$ cat src/rtl/instruction_fetch.sv
// Instruction fetch front end.
// Issues one word-aligned read at a time to instruction memory and queues
// returned words with their addresses in a 2-entry FIFO for decode. A
// redirect (taken branch/jump) flushes the queue and restarts fetch at
// redirect_pc. Any read already in flight when a redirect arrives is
// allowed to complete, and its data is thrown away.
//
// Ports:
//   clk, reset            clock, asynchronous active-high reset
//   mem_req, mem_addr     instruction-memory read request and word address
//   mem_ack, mem_rdata    read completion and returned instruction word
//   redirect, redirect_pc control-flow change and new fetch address
//   inst_valid, inst,     head of the fetch queue presented to decode
//   inst_pc
//   inst_ready            decode accepts the head entry this cycle
module instruction_fetch #(
    parameter logic [31:0] RESET_PC = 32'h0000_0000
) (
    input  logic        clk,
    input  logic        reset,
    output logic        mem_req,
    output logic [31:0] mem_addr,
    input  logic        mem_ack,
    input  logic [31:0] mem_rdata,
    input  logic        redirect,
    input  logic [31:0] redirect_pc,
    output logic        inst_valid,
    output logic [31:0] inst,
    output logic [31:0] inst_pc,
    input  logic        inst_ready
);

    localparam int unsigned XLEN = 32;
    localparam int unsigned CW   = 2;
    localparam logic [XLEN-1:0] ALIGN_MASK  = ~XLEN'(3);
    localparam logic [XLEN-1:0] RESET_PC_AL = RESET_PC & ALIGN_MASK;

    // IDLE: no request; REQ: request whose data is kept;
    // DRAIN: request whose data is discarded after a redirect.
    typedef enum logic [1:0] {
        IDLE  = 2'd0,
        REQ   = 2'd1,
        DRAIN = 2'd2
    } state_t;

    state_t          state;
    logic [XLEN-1:0] fetch_pc;
    logic [XLEN-1:0] req_addr;
    logic [CW-1:0]   count;

    // Second FIFO entry; the head entry lives directly in inst/inst_pc.
    logic [XLEN-1:0] e1_pc;
    logic [XLEN-1:0] e1_word;

    logic            pop;
    logic            push;
    logic [CW-1:0]   count_pop;
    logic [CW-1:0]   count_nx;
    logic [XLEN-1:0] redir_pc;
    logic [XLEN-1:0] pc_inc;

    assign mem_addr = req_addr;

    // Queue movement and next-address helpers
    always_comb begin
        redir_pc  = redirect_pc & ALIGN_MASK;
        pc_inc    = fetch_pc + XLEN'(4);
        pop       = inst_valid & inst_ready & ~redirect;
        push      = (state == REQ) & mem_ack & ~redirect;
        count_pop = count - CW'(pop);
        count_nx  = count_pop + CW'(push);
        if (redirect) begin
            count_nx = '0;
        end
    end

    // Fetch FSM, fetch queue and registered outputs
    always_ff @(posedge clk or posedge reset) begin
        if (reset) begin
            state      <= IDLE;
            mem_req    <= 1'b0;
            fetch_pc   <= RESET_PC_AL;
            req_addr   <= RESET_PC_AL;
            count      <= '0;
            inst_valid <= 1'b0;
            inst       <= '0;
            inst_pc    <= '0;
            e1_pc      <= '0;
            e1_word    <= '0;
        end else begin
            count      <= count_nx;
            inst_valid <= (count_nx != '0);

            // New word lands in the head slot when the queue is empty after
            // this cycle's pop, otherwise behind the head.
            if (push && (count_pop == '0)) begin
                inst_pc <= req_addr;
                inst    <= mem_rdata;
            end else if (pop) begin
                inst_pc <= e1_pc;
                inst    <= e1_word;
            end
            if (push && (count_pop != '0)) begin
                e1_pc   <= req_addr;
                e1_word <= mem_rdata;
            end

            case (state)
                IDLE: begin
                    if (redirect) begin
                        fetch_pc <= redir_pc;
                        req_addr <= redir_pc;
                        state    <= REQ;
                        mem_req  <= 1'b1;
                    end else if (count_pop < CW'(2)) begin
                        req_addr <= fetch_pc;
                        state    <= REQ;
                        mem_req  <= 1'b1;
                    end
                end
                REQ: begin
                    if (mem_ack && redirect) begin
                        fetch_pc <= redir_pc;
                        req_addr <= redir_pc;
                    end else if (mem_ack) begin
                        fetch_pc <= pc_inc;
                        if (count_nx < CW'(2)) begin
                            req_addr <= pc_inc;
                        end else begin
                            state   <= IDLE;
                            mem_req <= 1'b0;
                        end
                    end else if (redirect) begin
                        // Request stays up until acked; its data is dropped.
                        fetch_pc <= redir_pc;
                        state    <= DRAIN;
                    end
                end
                DRAIN: begin
                    if (redirect) begin
                        fetch_pc <= redir_pc;
                    end
                    if (mem_ack) begin
                        state    <= REQ;
                        req_addr <= redirect ? redir_pc : fetch_pc;
                    end
                end
                default: begin
                    state   <= IDLE;
                    mem_req <= 1'b0;
                end
            endcase
        end
    end

endmodule

$ cat config.mk
export PLATFORM = sky130hd
export DESIGN_NAME = instruction_fetch
export DESIGN_NICKNAME = d
export VERILOG_FILES = /design/src/rtl/instruction_fetch.sv
export SDC_FILE = /design/constraint.sdc
export NUM_CORES = 1
export LEC_CHECK = 0
export ABC_AREA = 0
export CAP_MARGIN = 40
export CORE_AREA = 2 2 160 115
export CTS_CLUSTER_DIAMETER = 200
export DETAILED_ROUTE_END_ITERATION = 12
export DIE_AREA = 0 0 162 117
export DONT_BUFFER_PORTS = 1
export PLACE_DENSITY = 0.82
export SYNTH_ARGS = -nofsm -noshare
export SYNTH_HDL_FRONTEND = slang
export SYNTH_SLANG_ARGS = --single-unit
$ cat constraint.sdc
create_clock -name clk -period 6.48 [get_ports clk]
set_clock_uncertainty 0.05 [all_clocks]
set_input_delay 0.648 -clock clk [delete_from_list [all_inputs] [get_ports clk]]
set_output_delay 0.648 -clock clk [all_outputs]
set_load 0.005 [all_outputs]
==> flow_summary.json, run 1 <==
{
  "stdcell_count": 1278,
  "synthFlopType": "dfrtp_1",
  "syn_nets": 1148,
  "reg2reg_depth": 9,
  "power_density_nw_per_um2": 438,
  "gp_congestion": 0.952,
  "grt_remaining_overflow": 0,
  "cts_root_buf": "clkbuf_16",
  "fin_nets": 1101,
  "drv_slew": 0,
  "cap_violations": 0,
  "cts_tree": "yes",
  "worst_ep_arrival_time_ps": 3500,
  "hold_violations": 0,
  "crit_fanout": 10,
  "drive_gt1_frac": 0.131,
  "die_w_um": 162,
  "numCtsBuffers": 17,
  "tightest_slew_ps": 947,
  "postRouteAntennaNets": 0,
  "dp_slack_ps": 3000,
  "routed_via_density": 6.47,
  "hold_path_class": "in -> async",
  "layout_common_cells": "dfrtp_1 (198), nand2_1 (176), nor2_1 (111), a31oi_1 (70), mux2_2 (68)",
  "routedWlPerCell_um": 20.9,
  "period_needed_ps": 3260,
  "timing_worst_setup_path_type": "reg -> reg",
  "port_buffers": 0,
  "dp_hpwl_um": 17800,
  "setup_ws_ps": 3220,
  "whs_ps": 149,
  "drt-pass1-iter-count": 5,
  "setup_viol": 0,
  "avgSynthCellArea_um2": 9.30,
  "crit_path_start_kind": "flop",
  "htreeDepth": 4,
  "max_slew_margin": 0.364,
  "clkTransAtPathRegs_ps": 80,
  "required_ps": 6730,
  "vias": 8271,
  "wl_um": 26800,
  "p_leak_uw": 0.00446,
  "io_pins": 167,
  "ys_seq_area_frac": 0.495,
  "drc": 0,
  "tns_ps": 0,
  "fmax_mhz": 307,
  "die_h_um": 117,
  "rsz0062_at_grt": "false",
  "worstSkewPairLatency_ps": 430,
  "yosys_warnings": 0,
  "diodes": 0,
  "synth_area_um2": 10000,
  "async_flop_share": 1.00,
  "peakVddDrop_v": 0.000223,
  "final_common_cell": "dfrtp_1",
  "grt_pass1_vias": 7695,
  "status": "completed",
  "clockBufferDepth": 2,
  "antenna_found_initial": 0,
  "yosysUniqueCellTypes": 63,
  "syn2layout_area_growth_pct": 8.08,
  "coreArea_um2": 17500,
  "cts_num_sinks": 198,
  "cts_setup_buffers": 0,
  "end_kind": "flop",
  "ys_ff_latch": 198,
  "dp.cells": 1246,
  "drt-initial-drc-count": 1130,
  "gr-usage-all-layers": 0.281,
  "final.fill_count": 1447,
  "min_period_over_period": 0.503,
  "grt_max_degree": 124,
  "ctsHoldBuffers": 0,
  "cts_resized": 0,
  "synth_edf_count": 0,
  "dieArea_um2": 19000,
  "grt_pass1_wl_um": 41700,
  "num_rows": 41,
  "syn_inst": 1076,
  "start_util": 0.570
}
-- final timing paths --
kind                                              start                       end  slack [ps]
worst min-delay path                              reset      inst[16]$_DFFE_PP0P_         150
worst max-delay path               state[1]$_DFFE_PP0P_  mem_addr[26]$_DFFE_PP0P_        3220
worst min register to register  fetch_pc[0]$_DFFE_PP0P_   mem_addr[0]$_DFFE_PP0P_         450
worst max register to register     state[1]$_DFFE_PP0P_  mem_addr[26]$_DFFE_PP0P_        3220
min in group clk                                mem_ack      state[1]$_DFFE_PP0P_         220
max in group asynchronous                         reset  fetch_pc[16]$_DFFE_PP0N_        5050
-- per-layer routing --
layer  global-route usage  routed length [µm]  vias up
li1                     -                   -     3757
met1                0.407               11500     4019
met2                0.407               11500      443
met3               0.0888                3280       52
met4               0.0826                 491        0
met5                    0                   0        -
-- synth_stat cells, drive strengths merged, types with 18 or more instances --
cell type,instances,area (µm²)
buf,18,83.8
nand2,176,661
o22ai,47,294
xor2,20,175
a31oi,70,438
nand2b,27,169
o21ai,44,220
nor3,25,135
a21oi,48,240
nor2,111,417
mux2,68,766
nand3,21,105
clkbuf,67,258
dfrtp,198,4950
-- stage by stage --
| stage | instance area [µm²] | total power, µW | utilization |
|---|---|---|---|
| 2_1_floorplan | 10000 | 3220 | - |
| 3_3_place_gp | 10100 | 3540 | 0.576 |
| 3_5_place_dp | 10200 | 3650 | 0.581 |
| 4_1_cts | 10800 | 4730 | 0.616 |
| 5_1_grt | 10800 | 5020 | 0.616 |
| 6_report | 10800 | 4730 | 0.616 |
-- where the power goes --
| part | switching [µW] | leakage, µW | internal (µW) |
|---|---|---|---|
| combinational | 687 | 0.00182 | 595 |
| clock | 540 | 0.000296 | 535 |
| sequential | 583 | 0.00235 | 1790 |
-- cell families after synthesis --
group | after synthesis | synth area share
DFF | 198 | 0.495
AOI/OAI and AO/OA | 269 | 0.170
muxes | 74 | 0.0826
adders and majority gates | 4 | 0.00475
xor gates and xnor gates | 29 | 0.0283
buffers and inverters | 97 | 0.0387
and+or+nand+nor | 405 | 0.180
-- worst max-delay path, stage by stage (launching register included) --
cell and delay [ps]:
dfrtp_1 390, nand4bb_1 320, buf_4 280, inv_1 190, ha_1 400, xor3_1 380, nor2_1 640, o21ai_0 220
a21oi_1 200, a211oi_1 60
-- sequential cells by signal (all words and copies together), names as in the netlist --
register,cells
inst,32
state,2
e1_pc,32
inst_pc,32
count,2
inst_valid,1
e1_word,32
fetch_pc,32
mem_req,1
mem_addr,32
-- final cells by class --
class	count	area (µm²)	area share
clock buffer	18	439	0.0406
clock inverter	14	170	0.0157
inverter	12	52.6	0.00486
multi-input combinational	781	4690	0.434
sequential	198	4950	0.458
tap	236	295	0.0273
timing repair buffer	19	209	0.0193
(Power assumes the default switching activity.)
==> run 2, diff against run 1 <==
Settings changed: CORE_AREA 2 2 160 115 to 2 2 153 110, DIE_AREA 0 0 162 117 to 0 0 155 112, PLACE_DENSITY 0.82 to 0.85.
Clock period 6.48 ns to 3 ns, I/O delays scaled along.
==> flow_summary.json, run 2 (synthesis results as in run 1) <==
{
  "status": "completed",
  "routedWlPerCell_um": 21.5,
  "fin_nets": 1154,
  "drt-pass1-iter-count": 5,
  "gp_congestion": 0.968,
  "postRouteAntennaNets": 0,
  "rsz0062_at_grt": "false",
  "hold_path_class": "in -> reg",
  "final_common_cell": "dfrtp_1",
  "crit_fanout": 20,
  "drc": 0,
  "grt_remaining_overflow": 0,
  "internal_power_uw": 6440,
  "max_slew_margin": 0.399,
  "die_w_um": 155,
  "drt-initial-drc-count": 1095,
  "pwr-share-seq": 0.496,
  "cts_root_buf": "clkbuf_16",
  "syn2layout_area_growth_pct": 12.9,
  "clockBufferDepth": 2,
  "power_density_nw_per_um2": 918,
  "clkTransAtPathRegs_ps": 80,
  "swShare": 0.379,
  "end_kind": "flop",
  "peakVddDrop_v": 0.000495,
  "required_ps": 3330,
  "cap_violations": 0,
  "top_layer": "met4",
  "clkPwrFrac": 0.222,
  "reg2reg_depth": 10,
  "grt_pass1_vias": 8345,
  "cts_tree": "yes",
  "dieArea_um2": 17400,
  "setup_ws_ps": 439,
  "tightest_slew_ps": 894,
  "dp_hpwl_um": 18100,
  "drive_gt1_frac": 0.140,
  "routed_via_density": 6.61,
  "setup_viol": 0,
  "p_leak_uw": 0.00469,
  "numCtsBuffers": 17,
  "worstSkewPairLatency_ps": 430,
  "met1_length_um": 11200,
  "timing.rr.start": "inst_valid$_DFF_PP0_",
  "num_rows": 39,
  "worst_hold_path.num_cells": 2,
  "layout_common_cells": "dfrtp_1 (198), nand2_1 (176), nor2_1 (111), a31oi_1 (70), mux2_2 (68)",
  "p_sw_uw": 3930,
  "fmax_mhz": 390,
  "cts_num_sinks": 198,
  "htreeDepth": 4,
  "cts_setup_buffers": 0,
  "worst_ep_arrival_time_ps": 2890,
  "whs_ps": 12.4,
  "coreArea_um2": 16000,
  "grt_pass1_wl_um": 44600,
  "die_h_um": 112,
  "hold_start": "redirect_pc[28]",
  "timing_worst_setup_path_type": "reg -> reg",
  "start_util": 0.627,
  "r2r-end": "mem_addr[8]$_DFFE_PP0P_",
  "crit_path_start_kind": "flop",
  "port_buffers": 0,
  "grt_max_degree": 77,
  "hold_violations": 0,
  "combPwrFrac": 0.282,
  "wl_um": 28000,
  "min_period_over_period": 0.854,
  "vias": 8604,
  "io_pins": 167,
  "tns_ps": 0,
  "dr_wl_met2_um": 12400,
  "period_needed_ps": 2560,
  "final_core_util": 0.708,
  "hold_end": "mem_addr[28]$_DFFE_PP0P_",
  "drv_slew": 0,
  "reg2reg_slack_ps": 440,
  "antenna_found_initial": 0,
  "gr-usage-all-layers": 0.327,
  "dr_wl_met3_um": 3730,
  "dp_slack_ps": 481
}
## run 2: changes by cell type in the layout (fill, tap and decap cells not counted), moves of 2 or more
cell | previous run | this run
buf_12 | 1 | 9
buf_16 | 3 | 0
buf_4 | 13 | 27
clkinvlp_4 | 0 | 4
clkinv_8 | 5 | 3
inv_6 | 6 | 2
dlygate4sd3_1 | 0 | 36
## run 2: worst max path at each step
stage / startpoint / end / slack, ps / depth (start not counted)
detailed placement: inst_valid$_DFF_PP0_ / mem_addr[12]$_DFFE_PP0P_ / 480 / 10
finish: inst_valid$_DFF_PP0_ / mem_addr[8]$_DFFE_PP0P_ / 440 / 10
global route: inst_valid$_DFF_PP0_ / mem_addr[17]$_DFFE_PP0P_ / 300 / 10
global placement: inst_valid$_DFF_PP0_ / mem_addr[12]$_DFFE_PP0P_ / 540 / 10
CTS: inst_valid$_DFF_PP0_ / mem_addr[8]$_DFFE_PP0P_ / 470 / 10
floorplan: reset / count[0]$_DFF_PP0_ / 90 / 1
## run 2: per-stage QoR
stage,total power (µW),instance area (µm²),std cells
finish,10400,11300,1301
global route,11000,11300,1300
CTS,10300,11300,1300
detailed placement,7960,10300,1232
global placement,7760,10300,1231
floorplan,6960,10000,1076
## run 2: cell type report
cell class,instances,area [µm²]
diodes,1,2.50
clock buffers,18,429
clock inverters,14,166
fillers,1165,4670
inverters,12,48.8
multi-input cells,781,4690
flip-flops and latches,198,4950
well taps,205,256
repair buffers,72,743
## run 2: timing repair
item                                   4_1_cts  5_1_grt
hold buffers                                36        0
resized for setup                            0        0
endpoints found under the hold margin      157        0
## run 2: power by group through the flow
stage / clock network, µW / logic, µW / registers (µW)
after global placement: 0 / 2680 / 5080
after CTS: 2320 / 2880 / 5110
after global routing: 2440 / 3220 / 5300
after detailed placement: 0 / 2820 / 5150
after floorplan: 0 / 2330 / 4620
final: 2300 / 2930 / 5140
## run 2: layer usage
metal  up-vias  GRT usage
met5         -          0
li1       3857          -
met2       498      0.489
met4         0     0.0994
met3        68      0.133
met1      4181      0.441
## run 2: critical path: stages, from the launching register on
cell and delay [ps]:
dfrtp_1 430, nand3_2 110, inv_2 40, ha_1 350, inv_1 90, ha_1 280
nand3_1 140, o211ai_1 410, buf_4 340, a221o_1 150, o21a_1 110
